<file path="config.mk">
export PLATFORM = sky130hd
export DESIGN_NAME = ternary_weight_loader
export DESIGN_NICKNAME = d
export VERILOG_FILES = /design/src/rtl/tt_ternary_pkg.sv /design/src/rtl/ternary_code_canon.sv /design/src/rtl/ternary_weight_loader.sv
export SDC_FILE = /design/constraint.sdc
export NUM_CORES = 1
export LEC_CHECK = 0
export CAP_MARGIN = 5
export CORE_MARGIN = 1
export CORE_UTILIZATION = 55
export DETAILED_ROUTE_END_ITERATION = 10
export PLACE_DENSITY = 0.81
export SYNTH_ARGS = -nofsm -noshare
export SYNTH_HDL_FRONTEND = slang
export SYNTH_SLANG_ARGS = --single-unit
</file>
<file path="constraint.sdc">
create_clock -name clk -period 3.8 [get_ports clk]
set_clock_uncertainty 0.1 [all_clocks]
set_input_delay 0.38 -clock clk [delete_from_list [all_inputs] [get_ports clk]]
set_output_delay 0.38 -clock clk [all_outputs]
set_load 0.1 [all_outputs]
</file>
<file path="src/rtl/tt_ternary_pkg.sv">
// Shared definitions for the ternary weight path: weight codes, checksum seed,
// loader state encoding and the frame-size formula used by loader and multiplier.
package tt_ternary_pkg;

    localparam logic [1:0] TW_ZERO    = 2'b00;
    localparam logic [1:0] TW_POS     = 2'b01;
    localparam logic [1:0] TW_NEG     = 2'b11;

    localparam logic [7:0] CKSUM_SEED = 8'hA5;

    typedef enum logic [1:0] {
        LD_IDLE   = 2'd0,
        LD_DATA   = 2'd1,
        LD_CKSUM  = 2'd2,
        LD_COMMIT = 2'd3
    } ld_state_e;

    // Bytes needed to carry a 2-bit weight for every row/column pair.
    function automatic int unsigned tw_nbytes(input int unsigned in_len,
                                              input int unsigned out_len);
        return (2 * in_len * out_len) / 8;
    endfunction

endpackage

</file>
<file path="src/rtl/ternary_code_canon.sv">
// Maps a raw 2-bit weight code onto the canonical set {00, 01, 11}.
module ternary_code_canon
    import tt_ternary_pkg::*;
(
    input  logic [1:0] code_i,
    output logic [1:0] code_o
);

    // The multiplier keys negation off bit 1, so 10 is folded into -1.
    always_comb begin
        code_o = code_i;
        if (code_i == 2'b10) begin
            code_o = TW_NEG;
        end
    end

endmodule

</file>
<file path="src/rtl/ternary_weight_loader.sv">
// Byte-serial loader for the ternary weight matrix: fills a shadow copy, verifies
// a trailing checksum and swaps the canonicalised shadow into W in one cycle.
module ternary_weight_loader
    import tt_ternary_pkg::*;
#(
    parameter int unsigned InLen  = 16,
    parameter int unsigned OutLen = 8
) (
    input  logic                       clk,
    input  logic                       rst,
    input  logic                       load_start,
    input  logic [7:0]                 byte_in,
    input  logic                       byte_valid,
    output logic                       byte_ready,
    input  logic                       commit_hold,
    output logic [2*InLen*OutLen-1:0]  W,
    output logic                       w_valid,
    output logic                       w_updated,
    output logic                       load_busy,
    output logic                       load_err
);

    localparam int unsigned NBytes = tw_nbytes(InLen, OutLen);
    localparam int unsigned WBits  = 2 * InLen * OutLen;
    localparam int unsigned NCodes = InLen * OutLen;
    localparam int unsigned CntW   = $clog2(NBytes);

    ld_state_e         state_q, state_d;
    logic [CntW-1:0]   count_q, count_d;
    logic [7:0]        cksum_q, cksum_d;
    logic [WBits-1:0]  shadow_q, shadow_d;
    logic [WBits-1:0]  w_q, w_d;
    logic              w_valid_q, w_valid_d;
    logic              w_upd_q, w_upd_d;
    logic              err_q, err_d;

    logic [WBits-1:0]  canon_w;
    logic              xfer;

    for (genvar k = 0; k < NCodes; k++) begin : g_canon
        ternary_code_canon u_canon (
            .code_i (shadow_q[2*k +: 2]),
            .code_o (canon_w[2*k +: 2])
        );
    end

    assign byte_ready = (state_q == LD_DATA) || (state_q == LD_CKSUM);
    assign xfer       = byte_valid && byte_ready;

    always_comb begin
        state_d   = state_q;
        count_d   = count_q;
        cksum_d   = cksum_q;
        shadow_d  = shadow_q;
        w_d       = w_q;
        w_valid_d = w_valid_q;
        w_upd_d   = 1'b0;
        err_d     = err_q;

        // A restart wins over any transfer or pending commit in the same cycle.
        if (load_start) begin
            state_d = LD_DATA;
            count_d = '0;
            cksum_d = CKSUM_SEED;
            err_d   = 1'b0;
        end else begin
            unique case (state_q)
                LD_DATA: begin
                    if (xfer) begin
                        shadow_d[8*count_q +: 8] = byte_in;
                        cksum_d                  = cksum_q ^ byte_in;
                        if (count_q == CntW'(NBytes - 1)) begin
                            state_d = LD_CKSUM;
                        end else begin
                            count_d = count_q + 1'b1;
                        end
                    end
                end
                LD_CKSUM: begin
                    if (xfer) begin
                        if (byte_in == cksum_q) begin
                            state_d = LD_COMMIT;
                        end else begin
                            err_d   = 1'b1;
                            state_d = LD_IDLE;
                        end
                    end
                end
                LD_COMMIT: begin
                    if (!commit_hold) begin
                        w_d       = canon_w;
                        w_valid_d = 1'b1;
                        w_upd_d   = 1'b1;
                        state_d   = LD_IDLE;
                    end
                end
                default: ;
            endcase
        end
    end

    always_ff @(posedge clk) begin
        if (rst) begin
            state_q   <= LD_IDLE;
            count_q   <= '0;
            cksum_q   <= CKSUM_SEED;
            shadow_q  <= '0;
            w_q       <= '0;
            w_valid_q <= 1'b0;
            w_upd_q   <= 1'b0;
            err_q     <= 1'b0;
        end else begin
            state_q   <= state_d;
            count_q   <= count_d;
            cksum_q   <= cksum_d;
            shadow_q  <= shadow_d;
            w_q       <= w_d;
            w_valid_q <= w_valid_d;
            w_upd_q   <= w_upd_d;
            err_q     <= err_d;
        end
    end

    assign W         = w_q;
    assign w_valid   = w_valid_q;
    assign w_updated = w_upd_q;
    assign load_busy = (state_q != LD_IDLE);
    assign load_err  = err_q;

endmodule

</file>
==> impl_metrics.toml <==
[run_status]
result_of_the_run = "finished clean"

[synth]
synth_enable_flop_cells = 0
netlist_area_um2 = 20540
post-synth-top-area-cell = "sky130_fd_sc_hd__dfxtp_1"
flop_and_latch_count_out_of_synthesis = 530
ys_top_cells_by_area = "sky130_fd_sc_hd__dfxtp_1, sky130_fd_sc_hd__nand2_1, sky130_fd_sc_hd__nand2b_1"
synth_top_cell_area_share_pct = 51.65
synth_common_cells = "sky130_fd_sc_hd__dfxtp_1, sky130_fd_sc_hd__nand2_1, sky130_fd_sc_hd__nor3_1"
synth_cell_types = 59
sequential_fraction_of_the_synthesis_area_pct = 51.65
syn_inst = 2349
synth_warnings = 0
syn-num-nets = 2371
post-synth-top-count-cell = "sky130_fd_sc_hd__dfxtp_1"
synth-main-ff-cell = "sky130_fd_sc_hd__dfxtp_1"
async_reset_ff_share_pct = 0
synth.avg_cell_area_um2 = 8.745

[die]
floorplan.die.height_um = 195.3
start_util_pct = 55.97
core_um2 = 36700
io_pins = 274
core.rowCount = 70
die_area_um2 = 38120
floorplan.die.width_um = 195.3

[clock_network]
ctsHoldBuffers = 0
path_clk_slew_ns = 0.07
insertion_delay_ns = 0.58
root_buffer = "sky130_fd_sc_hd__clkbuf_16"
setup_buffers_after_cts = 0
cts_buffer_depth = 3
tritoncts.num_buffers = 51
tritoncts = "done"
ctsHtreeMaxLevel = 2
clock-sinks = 530
cts-resized-gates = 0

[placement]
gp_congestion = 0.8812
post-place-ws_ns = 0.5695
io_buffers = 273
detailedPlacementHpwl_um = 37710

[worst_setup_path]
worst_ep_required_time_ns = 4.18
timing.critical_path.from_type = "flip-flop"
reg2reg_depth = 9
reg2reg_setup_slack_ns = 0.53
end_kind = "flip-flop"
timing.rr.end = "shadow_q[206]"
timing.setup.critical_path_class = "reg2reg"
critical-path-max-stage-delay_ns = 0.54
critical_path_arrival_ns = 3.66
path_delay_family = "simple AND/OR/NAND/NOR gates"
timing.rr.start = "count_q[1]"
worstPathCellList = "inv_1 -> ha_1 -> nor2b_1 -> nor2b_1 -> ha_1 -> nor3_4 -> nand3_1 -> or2_2 -> a21oi_1"
critPathSlowestCell = "sky130_fd_sc_hd__dfxtp_1"
cp.buffers_inverters = 1
crit_path_max_fanout = 16

[final_layout]
layout.area.seq_um2 = 10610
area.growth.synth_to_final_pct = 22.98
post_route_cells_drive_above_1_share_pct = 7.168
fillers = 2863
multi_input_area_um2 = 9171
finish.net_count = 2551
n_antenna_cell = 0

[power]
clkPwrFrac_pct = 47.6
vdd_drop_max_mv = 0.3139
cellInternalPower_mw = 9.021
p_leak_nw = 9.634
power_frac_comb_pct = 3.6
power.share.switching_pct = 21.19
total_switching_power_mw = 2.426
totalPowerFinal_mw = 11.45
power_density_over_the_cells_nw_per_um2 = 453.1
seqPwrFrac_pct = 48.8

[detailed_routing]
drc_errors = 0
wl_per_cell_um = 18.52
final_antenna_net_count = 0
detailedRoute.firstPassIterationCount = 5
detailroute.via_count = 17090
route.detailed.vias_per_inst = 5.631
drtIter0Drc = 1539
wl_um = 56200

[worst_hold_path]
hold-path-cell-count = 2
hold_path_class = "in2reg"
hp-start = "rst"
whs_endpoint = "shadow_q[219]"

[sta]
tns_ns = 0
tightestPinTransition_ns = 1.166
finalSetupViolCount = 0
clock.fmax_mhz = 305.6
grt_setup_unrepaired = "false"
finalMaxSlewViolations = 0
final_critical_path_setup_slack_ns = 0.5276
report.final.hold_viol_count = 0
timing.final.crit_share_pct = 86.12
fin_crit_ns = 3.272
relSlewSlack_pct = 22.01

[global_routing]
largest_net_degree_at_the_start_of_global_routing = 276
initial_antenna_violation_count = 0
grt_first_pass_wirelength_um = 88660
global_route.overflow_total = 0
first_global_vias = 16530
grt.total_usage_pct = 28.95

[run]
maxCapViolations = 0
[worst max-delay path by stage]
stage | start | end | slack, ns | cells after the start
after floorplan | state_q[0] | shadow_q[24] | 0.82 | 8
after global placement | count_q[1] | shadow_q[200] | 0.67 | 9
after detailed placement | count_q[1] | shadow_q[206] | 0.57 | 9
after CTS | count_q[1] | shadow_q[206] | 0.56 | 9
after global routing | count_q[1] | shadow_q[201] | 0.32 | 9
final | count_q[1] | shadow_q[206] | 0.53 | 9
[flip-flops by register name, summed over array words and instances, names as in the netlist]
register	cells
W	256
cksum_q	8
count_q	5
load_err	1
shadow_q	256
state_q	2
w_updated	1
w_valid	1
[metal layers]
metal | track usage (%) | share of wire, %
met1 | 37.77 | 42
met2 | 48.89 | 48
met3 | 3.679 | 5.8
met4 | 11.02 | 3.4
met5 | 0 | 0
[logic make-up (layout without fill, tap and decap cells)]
kind of cell | Yosys count | in the layout | synth area share [%]
flip-flops | 530 | 530 | 51.65
adder cells (fa/ha/maj) | 9 | 9 | 0.5482
AO/OA/AOI/OAI | 261 | 261 | 6.822
XOR/XNOR | 20 | 20 | 0.8893
AND/OR/NAND/NOR | 1201 | 1201 | 29.24
buffers and inverters | 186 | 404 | 3.801
multiplexers | 142 | 142 | 7.041
[final cells by class]
class | instances | area share [%]
flip-flops and latches | 530 | 42.00
multi-input cells | 1633 | 36.31
inverters | 11 | 0.1635
clock inverters | 17 | 1.298
clock buffers | 74 | 5.914
repair buffers | 302 | 12.00
well taps | 468 | 2.318
[layout by cell type (no fill, tap or decap), types with 9 or more instances in the layout]
cell type | synthesis | final
sky130_fd_sc_hd__nand3_1 | 52 | 52
sky130_fd_sc_hd__nand2_4 | 9 | 9
sky130_fd_sc_hd__mux2_2 | 17 | 17
sky130_fd_sc_hd__nor2b_1 | 26 | 26
sky130_fd_sc_hd__mux2i_1 | 122 | 122
sky130_fd_sc_hd__nand2_2 | 9 | 9
sky130_fd_sc_hd__nand2b_1 | 213 | 213
sky130_fd_sc_hd__nand4_1 | 10 | 10
sky130_fd_sc_hd__clkdlybuf4s50_1 | 0 | 272
sky130_fd_sc_hd__o21ai_0 | 100 | 100
sky130_fd_sc_hd__xor2_1 | 18 | 18
sky130_fd_sc_hd__bufinv_16 | 0 | 9
sky130_fd_sc_hd__or2_2 | 11 | 10
sky130_fd_sc_hd__inv_1 | 11 | 11
sky130_fd_sc_hd__buf_4 | 10 | 23
sky130_fd_sc_hd__ha_1 | 9 | 9
sky130_fd_sc_hd__clkbuf_1 | 135 | 11
sky130_fd_sc_hd__clkbuf_8 | 0 | 11
sky130_fd_sc_hd__nor2_1 | 175 | 174
sky130_fd_sc_hd__nor3_1 | 259 | 257
sky130_fd_sc_hd__dfxtp_1 | 530 | 530
sky130_fd_sc_hd__a21oi_1 | 137 | 137
sky130_fd_sc_hd__clkbuf_16 | 0 | 52
sky130_fd_sc_hd__nand2_1 | 385 | 385
[stage by stage]
stage / hold slack (ns) / cells / instance area [um^2] / utilization (%)
after global placement: 0.3438 / 2944 / 23440 / 63.87
after floorplan: 0.3319 / 2349 / 20540 / -
after detailed placement: 0.3472 / 2944 / 23440 / 63.87
final: 0.1191 / 3035 / 25260 / 68.83
after CTS: 0.09426 / 3035 / 25260 / 68.83
after global routing: 0.1337 / 3035 / 25260 / 68.83
[power groups by stage]
stage | registers (mW) | logic (mW) | clock network, mW
after global placement | 5.71 | 0.405 | 0
after detailed placement | 5.71 | 0.410 | 0
final | 5.59 | 0.415 | 5.45
after floorplan | 5.80 | 0.216 | 0
after CTS | 5.59 | 0.412 | 5.50
after global routing | 5.58 | 0.435 | 5.74
(Power assumes the default switching activity.)
